### config.mk
export PLATFORM = sky130hd
export DESIGN_NAME = pooling_max_unit
export DESIGN_NICKNAME = d
export VERILOG_FILES = /design/src/rtl/pooling_pkg.sv /design/src/rtl/float_max_cmp.sv /design/src/rtl/pooling_max_unit.sv
export SDC_FILE = /design/constraint.sdc
export NUM_CORES = 1
export LEC_CHECK = 0
export ABC_AREA = 1
export CORE_MARGIN = 10
export CORE_UTILIZATION = 50
export CTS_CLUSTER_SIZE = 25
export DETAILED_ROUTE_END_ITERATION = 12
export GPL_TIMING_DRIVEN = 0
export PLACE_DENSITY = 0.67
export SETUP_SLACK_MARGIN = 0.3
export SYNTH_ARGS = -nofsm -noshare
export SYNTH_HDL_FRONTEND = slang
export SYNTH_SLANG_ARGS = --single-unit
export TNS_END_PERCENT = 30
### constraint.sdc
create_clock -name clk -period 6.9 [get_ports clk]
set_input_delay 1.725 -clock clk [delete_from_list [all_inputs] [get_ports clk]]
set_output_delay 1.725 -clock clk [all_outputs]
set_load 0.05 [all_outputs]
### src/rtl/pooling_pkg.sv
// Shared types and helpers for the max-pooling slice: float word type, FSM state, width helper.
`ifndef DATA_WIDTH
`define DATA_WIDTH 32
`endif

package pooling_pkg;

    localparam int DATA_WIDTH        = `DATA_WIDTH;
    localparam int DEF_INPUT_SIZE    = 6;
    localparam int DEF_KERNEL_SIZE   = 2;
    localparam int DEF_TOTAL_FEATURE = 4;
    localparam int POOL_SIZE         = DEF_INPUT_SIZE / DEF_KERNEL_SIZE;

    typedef logic [DATA_WIDTH-1:0] float_t;

    typedef struct packed {
        logic                  sign;
        logic [DATA_WIDTH-2:0] mag;
    } float_fields_t;

    typedef enum logic [1:0] {
        IDLE,
        RUN,
        DONE
    } state_t;

    // Bits needed to index 0..value-1; never less than one bit.
    function automatic int logb2(input int value);
        int bits;
        bits = 1;
        while ((1 << bits) < value) bits++;
        return bits;
    endfunction

endpackage

### src/rtl/float_max_cmp.sv
// Combinational float32 maximum; ties keep the stored operand, +0 beats -0 via the sign rule.
module float_max_cmp
    import pooling_pkg::*;
(
    input  float_t stored,
    input  float_t incoming,
    output float_t max_val
);

    float_fields_t s_f;
    float_fields_t i_f;
    logic          take_incoming;

    assign s_f = stored;
    assign i_f = incoming;

    // NOTE: every path assigns take_incoming, so no latch is inferred.
    always_comb begin
        if (s_f.sign != i_f.sign) begin
            take_incoming = s_f.sign;
        end else if (!s_f.sign) begin
            take_incoming = (i_f.mag > s_f.mag);
        end else begin
            take_incoming = (i_f.mag < s_f.mag);
        end
    end

    assign max_val = take_incoming ? incoming : stored;

endmodule

### src/rtl/pooling_max_unit.sv
// Streaming KxK max-pooling over interleaved features with a per-feature line buffer.
// Optional build macro POOLING_RELU_EN clamps negative pooled words to zero.
module pooling_max_unit
    import pooling_pkg::*;
#(
    parameter int INPUT_SIZE    = DEF_INPUT_SIZE,
    parameter int KERNEL_SIZE   = DEF_KERNEL_SIZE,
    parameter int TOTAL_FEATURE = DEF_TOTAL_FEATURE
) (
    input  logic                                         clk,
    input  logic                                         rst_n,
    input  logic                                         start,
    input  logic [`DATA_WIDTH-1:0]                       data_in,
    input  logic                                         input_valid,
    output logic [logb2(TOTAL_FEATURE)-1:0]              feature_idx,
    output logic [logb2(INPUT_SIZE)-1:0]                 feature_row,
    output logic [logb2(INPUT_SIZE/KERNEL_SIZE)-1:0]     pool_col,
    output logic [`DATA_WIDTH-1:0]                       data_out,
    output logic                                         output_valid,
    output logic                                         frame_done
);

    localparam int POOL_N = INPUT_SIZE / KERNEL_SIZE;
    localparam int F_W    = logb2(TOTAL_FEATURE);
    localparam int C_W    = logb2(INPUT_SIZE);
    localparam int P_W    = logb2(POOL_N);

    state_t         state;
    logic [F_W-1:0] f_cnt;
    logic [C_W-1:0] c_cnt;
    logic [C_W-1:0] r_cnt;

    float_t hmax [TOTAL_FEATURE];
    float_t vbuf [TOTAL_FEATURE][POOL_N];

    logic           accept;
    logic [F_W-1:0] cur_f;
    logic [C_W-1:0] cur_c;
    logic [C_W-1:0] cur_r;
    logic [P_W-1:0] cur_p;
    logic           first_col;
    logic           last_col;
    logic           first_row;
    logic           last_row;
    logic           last_f;
    logic           last_c;
    logic           frame_last;

    float_t h_stored;
    float_t h_max;
    float_t h_next;
    float_t v_stored;
    float_t v_max;
    float_t v_next;
    float_t emit_word;

    // A start pulse re-bases the position to pixel (0,0,f=0) for a same-cycle word.
    assign accept = input_valid && (start || state == RUN);
    assign cur_f  = start ? '0 : f_cnt;
    assign cur_c  = start ? '0 : c_cnt;
    assign cur_r  = start ? '0 : r_cnt;
    assign cur_p  = P_W'(int'(cur_c) / KERNEL_SIZE);

    assign first_col  = (int'(cur_c) % KERNEL_SIZE) == 0;
    assign last_col   = (int'(cur_c) % KERNEL_SIZE) == KERNEL_SIZE - 1;
    assign first_row  = (int'(cur_r) % KERNEL_SIZE) == 0;
    assign last_row   = (int'(cur_r) % KERNEL_SIZE) == KERNEL_SIZE - 1;
    assign last_f     = (cur_f == F_W'(TOTAL_FEATURE - 1));
    assign last_c     = (cur_c == C_W'(INPUT_SIZE - 1));
    assign frame_last = last_f && last_c && (cur_r == C_W'(INPUT_SIZE - 1));

    assign h_stored = hmax[cur_f];
    assign v_stored = vbuf[cur_f][cur_p];

    float_max_cmp u_h_cmp (
        .stored   (h_stored),
        .incoming (data_in),
        .max_val  (h_max)
    );

    assign h_next = first_col ? data_in : h_max;

    float_max_cmp u_v_cmp (
        .stored   (v_stored),
        .incoming (h_next),
        .max_val  (v_max)
    );

    assign v_next = first_row ? h_next : v_max;

`ifdef POOLING_RELU_EN
    assign emit_word = v_next[DATA_WIDTH-1] ? '0 : v_next;
`else
    assign emit_word = v_next;
`endif

    // NOTE: hmax/vbuf are small register arrays that must read as zero after reset,
    // so they sit in the async-reset block instead of being inferred as RAM.
    always_ff @(posedge clk or negedge rst_n) begin
        if (!rst_n) begin
            for (int f = 0; f < TOTAL_FEATURE; f++) begin
                hmax[f] <= '0;
                for (int p = 0; p < POOL_N; p++) begin
                    vbuf[f][p] <= '0;
                end
            end
            output_valid <= 1'b0;
            data_out     <= '0;
            feature_idx  <= '0;
            feature_row  <= '0;
            pool_col     <= '0;
        end else begin
            output_valid <= accept && last_col && last_row;
            if (accept) begin
                hmax[cur_f] <= h_next;
                if (last_col) begin
                    vbuf[cur_f][cur_p] <= v_next;
                end
                if (last_col && last_row) begin
                    data_out    <= emit_word;
                    feature_idx <= cur_f;
                    feature_row <= cur_r;
                    pool_col    <= cur_p;
                end
            end
        end
    end

    // NOTE: state and counters use non-blocking assignments so every read above sees
    // the pre-edge value within the same clock.
    always_ff @(posedge clk or negedge rst_n) begin
        if (!rst_n) begin
            state      <= IDLE;
            f_cnt      <= '0;
            c_cnt      <= '0;
            r_cnt      <= '0;
            frame_done <= 1'b0;
        end else begin
            frame_done <= (state == DONE);
            if (accept) begin
                if (frame_last) begin
                    f_cnt <= '0;
                    c_cnt <= '0;
                    r_cnt <= '0;
                    state <= DONE;
                end else begin
                    state <= RUN;
                    if (!last_f) begin
                        f_cnt <= cur_f + 1'b1;
                        c_cnt <= cur_c;
                        r_cnt <= cur_r;
                    end else if (!last_c) begin
                        f_cnt <= '0;
                        c_cnt <= cur_c + 1'b1;
                        r_cnt <= cur_r;
                    end else begin
                        f_cnt <= '0;
                        c_cnt <= '0;
                        r_cnt <= cur_r + 1'b1;
                    end
                end
            end else if (start) begin
                f_cnt <= '0;
                c_cnt <= '0;
                r_cnt <= '0;
                state <= RUN;
            end else if (state == DONE) begin
                state <= IDLE;
            end
        end
    end

endmodule
==> results of run 1 <==
-- final timing paths --
check / start / endpoint / slack (ns) / cells after the start
max: start / vbuf[98] / -0.12 / 44
min: vbuf[141] / vbuf[141] / 0.47 / 2
max reg2reg: f_cnt[0] / vbuf[98] / -0.02 / 38
min reg2reg: vbuf[141] / vbuf[141] / 0.47 / 2
max in group asynchronous: rst_n / vbuf[36] / 3.99 / 4
min in group asynchronous: rst_n / hmax[83] / 1.00 / 1
-- synthesized netlist by cell type (all sizes together) (5+ instances only) --
master,number
and2,31
o22ai,109
clkbuf,146
nand4,10
buf,133
a22oi,26
ha,63
nand3,503
nand2,1174
a22o,40
o211ai,6
o21ai,354
dfrtp,563
nor2,261
nor3,5
a21oi,60
inv,142
-- metal layers --
metal  wire length [microns]  part of all wire [%]
met3                   17200                    14
met5                      64                 0.051
met1                   47000                    37
met4                    9170                   7.3
met2                   52100                    42
-- cell families after synthesis --
logic type               count (synthesis)  synth area share, %
buffers and inverters                  424                 6.43
XOR/XNOR                                 1               0.0306
AO/OA/AOI/OAI                          608                 12.1
flip-flops                             563                 49.3
AND/OR/NAND/NOR                       1989                 29.4
adder cells (fa/ha/maj)                 63                 2.76
-- through the flow --
stage,area (sq um),util (%)
floorplan,28600,-
global placement,30300,53.7
detailed placement,30500,53.9
CTS,34700,61.4
global route,35900,63.6
finish,35900,63.6
-- repair_timing --
| action | 4_1_cts | 5_1_grt |
|---|---|---|
| setup endpoints to repair | 523 | 403 |
| cloned | 19 | 17 |
| resized for setup | 424 | 185 |
| pin swaps | 46 | 73 |
| setup buffers | 59 | 27 |
-- area by class of cell --
cell class                      count  area (sq um)  share of cell area [%]
Clock inverter                     12           108                   0.300
Tap cell                          756           946                    2.63
Sequential cell                   563         14100                    39.2
Timing Repair Buffer              203          2200                    6.13
Clock buffer                      101          1810                    5.03
Buffer                            279          2110                    5.86
Inverter                          145           582                    1.62
Multi-Input combinational cell   2661         14100                    39.2
-- sequential cells by signal (all words and copies together), names as in the netlist, 3 cells and up --
name	flops
c_cnt	3
data_out	32
feature_row	3
hmax	128
r_cnt	3
vbuf	384
-- worst register-to-register path, delay by kind of cell (launching register included) --
family | cells | cell delay, ns
adders and majority gates | 2 | 0.54
buffers and inverters | 9 | 2.38
and+or+nand+nor | 23 | 2.79
DFF | 1 | 0.32
AOI/OAI and AO/OA | 4 | 0.78
-- power by group through the flow --
stage	sequential (mW)	clock, mW	combinational (mW)
floorplan	3.89	0	1.03
global placement	3.89	0	1.70
detailed placement	3.87	0	1.74
CTS	3.82	3.24	1.98
global route	3.86	3.38	2.34
finish	3.83	3.25	2.20
==> flow_summary.yaml, run 1 <==
pwr:
  share_comb_of_total_power_pct: 23.7
  p_switching_mw: 3.04
  power.total_mw: 9.28
  power_frac_seq_pct: 41.3
  max-vdd-ir-drop_mv: 0.206
  p_sw_share_pct: 32.7
  p_int_mw: 6.24
  p_per_area_nw_per_um2: 258
  power.share.clock_pct: 35.0
  p_leak_nw: 18.3
drt:
  ant_nets: 0
  vias_per_cell: 6.22
  finalWirelength_microns: 126000
  drc: 0
  drt-initial-drc-count: 4094
  firstDrtPassIters: 6
  wl_per_cell_microns: 26.6
  num_vias: 29340
timing:
  fin_setup_tns_ns: -17.17
  finalMaxSlewViolations: 0
  timing.fmax_ghz: 0.143
  period_share_pct: 102
  holdWs_ns: 0.469
  rsz0062_at_grt: "true"
  finalHoldViolCount: 0
  timing.final.ws_setup_ns: -0.116
  maxSlewHeadroom_pct: 10.9
  setup_viol: 321
  fin_crit_ns: 7.02
  skew_ns: 0.0183
  tightest_slew_ns: 1.33
synthesis:
  synth.yosys.warnings: 0
  synth_top_area_share_pct: 49.3
  syn_nets: 3747
  postSynthCellCount: 3648
  netlist_area_sq_um: 28600
  ys_ff_latch: 563
  synth_top_area_cell: "dfrtp_1"
  synth_edf_count: 0
  postSynth.asyncResetShare_pct: 100
  ys.flop_type: "dfrtp_1"
  postSynthAreaPerCell_sq_um: 7.84
  synthDistinctLibCells: 38
  seq_area_frac_synth_pct: 49.3
  synth_top_cells_by_area: "dfrtp_1 (49%), nand2_1 (15%), nand3_1 (8.3%), o21ai_0 (5.3%), nor2_1 (3.4%)"
layout:
  drive_gt1_share_pct: 15.6
  stdcell_count: 4720
  final_common_cell: "nand2_1"
  synthToLayoutAreaGrowth_pct: 25.7
  final_cell_mix: "nand2_1 (1,117), dfrtp_1 (563), nand3_1 (406), o21ai_0 (296), nor2_1 (249)"
  n_antenna_cell: 0
  nNetsFinal: 4013
  fillCellCount: 4854
clocking:
  clock_latency_ns: 0.66
  cts_root_buf: "clkbuf_16"
  cts_sinks: 563
  hold_buffers: 0
  clk_path_buf_depth: 3
  cts_buffers: 61
  clkTransAtPathRegs_ns: 0.06
  ctsHtreeMaxLevel: 2
  cts_tree: "yes"
placed_design:
  hpwl_microns: 80600
  post-place-cells: 4485
  dpl_worst_slack_ns: -3.32
  portBuffers: 76
  gp_congestion: 1.06
global_routing:
  antenna_found_initial: 5
  met2_usage_pct: 51.0
  overflow: 0
  grt_max_degree: 120
  grt-busiest-layer: "met2"
  grt_pass1_vias: 27121
  use_met1_pct: 46.3
  grt_pass1_wl_microns: 177000
  met3_usage_pct: 10.9
  grt.total_usage_pct: 35.5
floorplan:
  initial_core_util_pct: 50.6
  die_w_microns: 259
  rows: 87
  die_h_microns: 259
  dieArea_sq_um: 67100
  io_pins: 77
  core_area_sq_um: 56500
run:
  max_cap_viol_count: 0
critical_path:
  cpPeakStageDelay_ns: 0.29
  crit_path_start_kind: "input pin"
  cp-end-kind: "flip-flop"
  arrival_ns: 7.55
  crit_required_ns: 7.44
  path_buf_inv: 15
  setup.worst_path.class: "input pin to flip-flop"
  slowest_stage: "ha_4"
  crit_path_max_fanout: 7
  cp_top_family: "simple AND/OR/NAND/NOR gates"
min_path:
  hold_class: "flip-flop to flip-flop"
status:
  status: "finished with violations"
  violations: "setup timing"
Note: power is estimated with default switching activity, not from simulation.
==> run 2: changes to the inputs <==
- clock period: 6.9 -> 9.1 ns (I/O delays scaled with it)
==> run 2 against run 1 <==
Effect of this change: highest routed layer is now met4; the run now ends clean; cell area down 8.8%; clock skew up 0.0064 ns; routed wire length is 8.1% lower; critical endpoint is now vbuf[44]; total power down 28%; cell count is 2.6% lower.
==> flow_summary.yaml, run 2 (synthesis gave the netlist of run 1 again) <==
global_routing:
  grt_pass1_vias: 26327
  grt.total_usage_pct: 33.7
  grt_pass1_wl_microns: 169000
  grt_max_degree: 118
  antenna_found_initial: 0
  overflow: 0
timing:
  rsz0062_at_grt: "false"
  fin_crit_ns: 8.47
  finalHoldViolCount: 0
  skew_ns: 0.0248
  timing.fmax_ghz: 0.118
  timing.final.ws_setup_ns: 0.634
  tightest_slew_ns: 1.36
  setup_viol: 0
  period_share_pct: 93.0
  maxSlewHeadroom_pct: 9.02
  finalMaxSlewViolations: 0
floorplan:
  initial_core_util_pct: 50.6
  dieArea_sq_um: 67100
  io_pins: 77
  die_w_microns: 259
  rows: 87
  core_area_sq_um: 56500
  die_h_microns: 259
drt:
  ant_nets: 0
  drc: 0
  firstDrtPassIters: 8
  drt-initial-drc-count: 4108
  finalWirelength_microns: 115000
  vias_per_cell: 6.07
  wl_per_cell_microns: 25.1
  num_vias: 27894
critical_path:
  cp-end-kind: "flip-flop"
  cpPeakStageDelay_ns: 0.45
  r2r-start: "f_cnt[0]"
  crit_path_max_fanout: 10
  arrival_ns: 8.99
  reg2regPathDepth: 37
  worstSetupStartpoint: "start"
  reg2reg_to: "vbuf[44]"
  setup.worst_path.class: "input pin to flip-flop"
  crit_path_start_kind: "input pin"
  cp-endpoint: "vbuf[44]"
  crit_required_ns: 9.63
  crit_top_cell: "nand2_1"
  r2r_setup_slack_ns: 1.01
  slowest_stage: "buf_2"
clocking:
  clk_path_buf_depth: 3
  cts_root_buf: "clkbuf_16"
  cts_setup_buffers: 0
  hold_buffers: 0
  clkTransAtPathRegs_ns: 0.06
  ctsHtreeMaxLevel: 2
  cts_sinks: 563
  clock_latency_ns: 0.66
  cts_buffers: 61
  cts_tree: "yes"
layout:
  fillCellCount: 5338
  synthToLayoutAreaGrowth_pct: 14.6
  drive_gt1_share_pct: 7.09
  largest_register: "vbuf"
  final_util_pct: 58.0
  final_cell_mix: "nand2_1 (1,169), dfrtp_1 (563), nand3_1 (471), o21ai_0 (300), nor2_1 (258)"
  seq_area_sq_um: 14100
  multi_input_area_sq_um: 12900
  nNetsFinal: 3891
  largest_reg_flops: 384
  stdcell_count: 4598
  reg_top3: "vbuf x384, hmax x128, data_out x32"
  final_common_cell: "nand2_1"
pwr:
  power.total_mw: 6.72
  p_int_mw: 4.58
  p_switching_mw: 2.14
  max-vdd-ir-drop_mv: 0.169
  p_leak_nw: 17.0
  p_per_area_nw_per_um2: 205
  power_frac_seq_pct: 43.2
  share_comb_of_total_power_pct: 20.5
  p_sw_share_pct: 31.8
  power.share.clock_pct: 36.3
placed_design:
  post-place-cells: 4485
  portBuffers: 76
  gp_congestion: 1.01
  hpwl_microns: 80300
  dpl_worst_slack_ns: -1.88
min_path:
  hold_class: "flip-flop to flip-flop"
status:
  status: "finished clean"
run:
  max_cap_viol_count: 0
## run 2: cell types whose count changed in the layout (fill, tap and decap cells not counted), moves of 34 or more
cell	previous run	this run
buf_4	104	41
buf_6	51	17
nand2_1	1117	1169
nand2_2	36	2
nand3_1	406	471
nand3_2	64	15
## run 2: power by group through the flow
stage          logic [mW]  registers [mW]  clock network, mW
2_1_floorplan       0.782            2.95                  0
3_3_place_gp         1.28            2.95                  0
3_5_place_dp         1.31            2.94                  0
4_1_cts              1.32            2.90               2.44
5_1_grt              1.50            2.93               2.54
6_report             1.38            2.90               2.44
## run 2: cell type report
| type | count | area share [%] |
|---|---|---|
| Multi-Input combinational cell | 2661 | 39.3 |
| Antenna cell | 5 | 0.0382 |
| Clock buffer | 96 | 5.49 |
| Timing Repair Buffer | 81 | 2.75 |
| Tap cell | 756 | 2.89 |
| Clock inverter | 12 | 0.302 |
| Buffer | 279 | 4.52 |
| Sequential cell | 563 | 43.0 |
| Inverter | 145 | 1.67 |
## run 2: repair_timing
item | 4_1_cts | 5_1_grt
cloned | 0 | 0
resized for setup | 32 | 108
endpoints found under the setup margin | 403 | 403
pin swaps | 0 | 3
## run 2: stage by stage
stage,instance area (sq um),setup TNS (ns),hold slack (ns)
6_report,32800,0,0.466
5_1_grt,32700,0,0.485
4_1_cts,32400,0,0.475
3_5_place_dp,30400,-701.94,0.460
3_3_place_gp,30300,-,0.455
2_1_floorplan,28600,0,0.439
## run 2: worst min-delay path by stage
stage	from	endpoint	slack [ns]	depth (start not counted)
2_1_floorplan	state[0]	frame_done	0.44	1
3_3_place_gp	feature_row[0]	feature_row[0]	0.45	1
3_5_place_dp	vbuf[350]	vbuf[350]	0.46	2
4_1_cts	feature_row[0]	feature_row[0]	0.48	1
5_1_grt	feature_row[0]	feature_row[0]	0.49	1
6_report	feature_row[0]	feature_row[0]	0.47	1
## run 2: layer usage
layer / up-vias / GRT usage (%) / routed length (microns)
met5: - / 0 / 0
met4: 0 / 20.0 / 7670
met3: 370 / 8.61 / 13600
met2: 1637 / 49.0 / 48300
met1: 13514 / 45.0 / 45700
li1: 12373 / - / -
## run 2: worst max-delay path, delay by kind of cell
kind / cells / cell delay [ns]
AOI/OAI and AO/OA: 4 / 0.65
adders and majority gates: 2 / 0.68
buffers and inverters: 12 / 2.51
and+or+nand+nor: 20 / 2.83
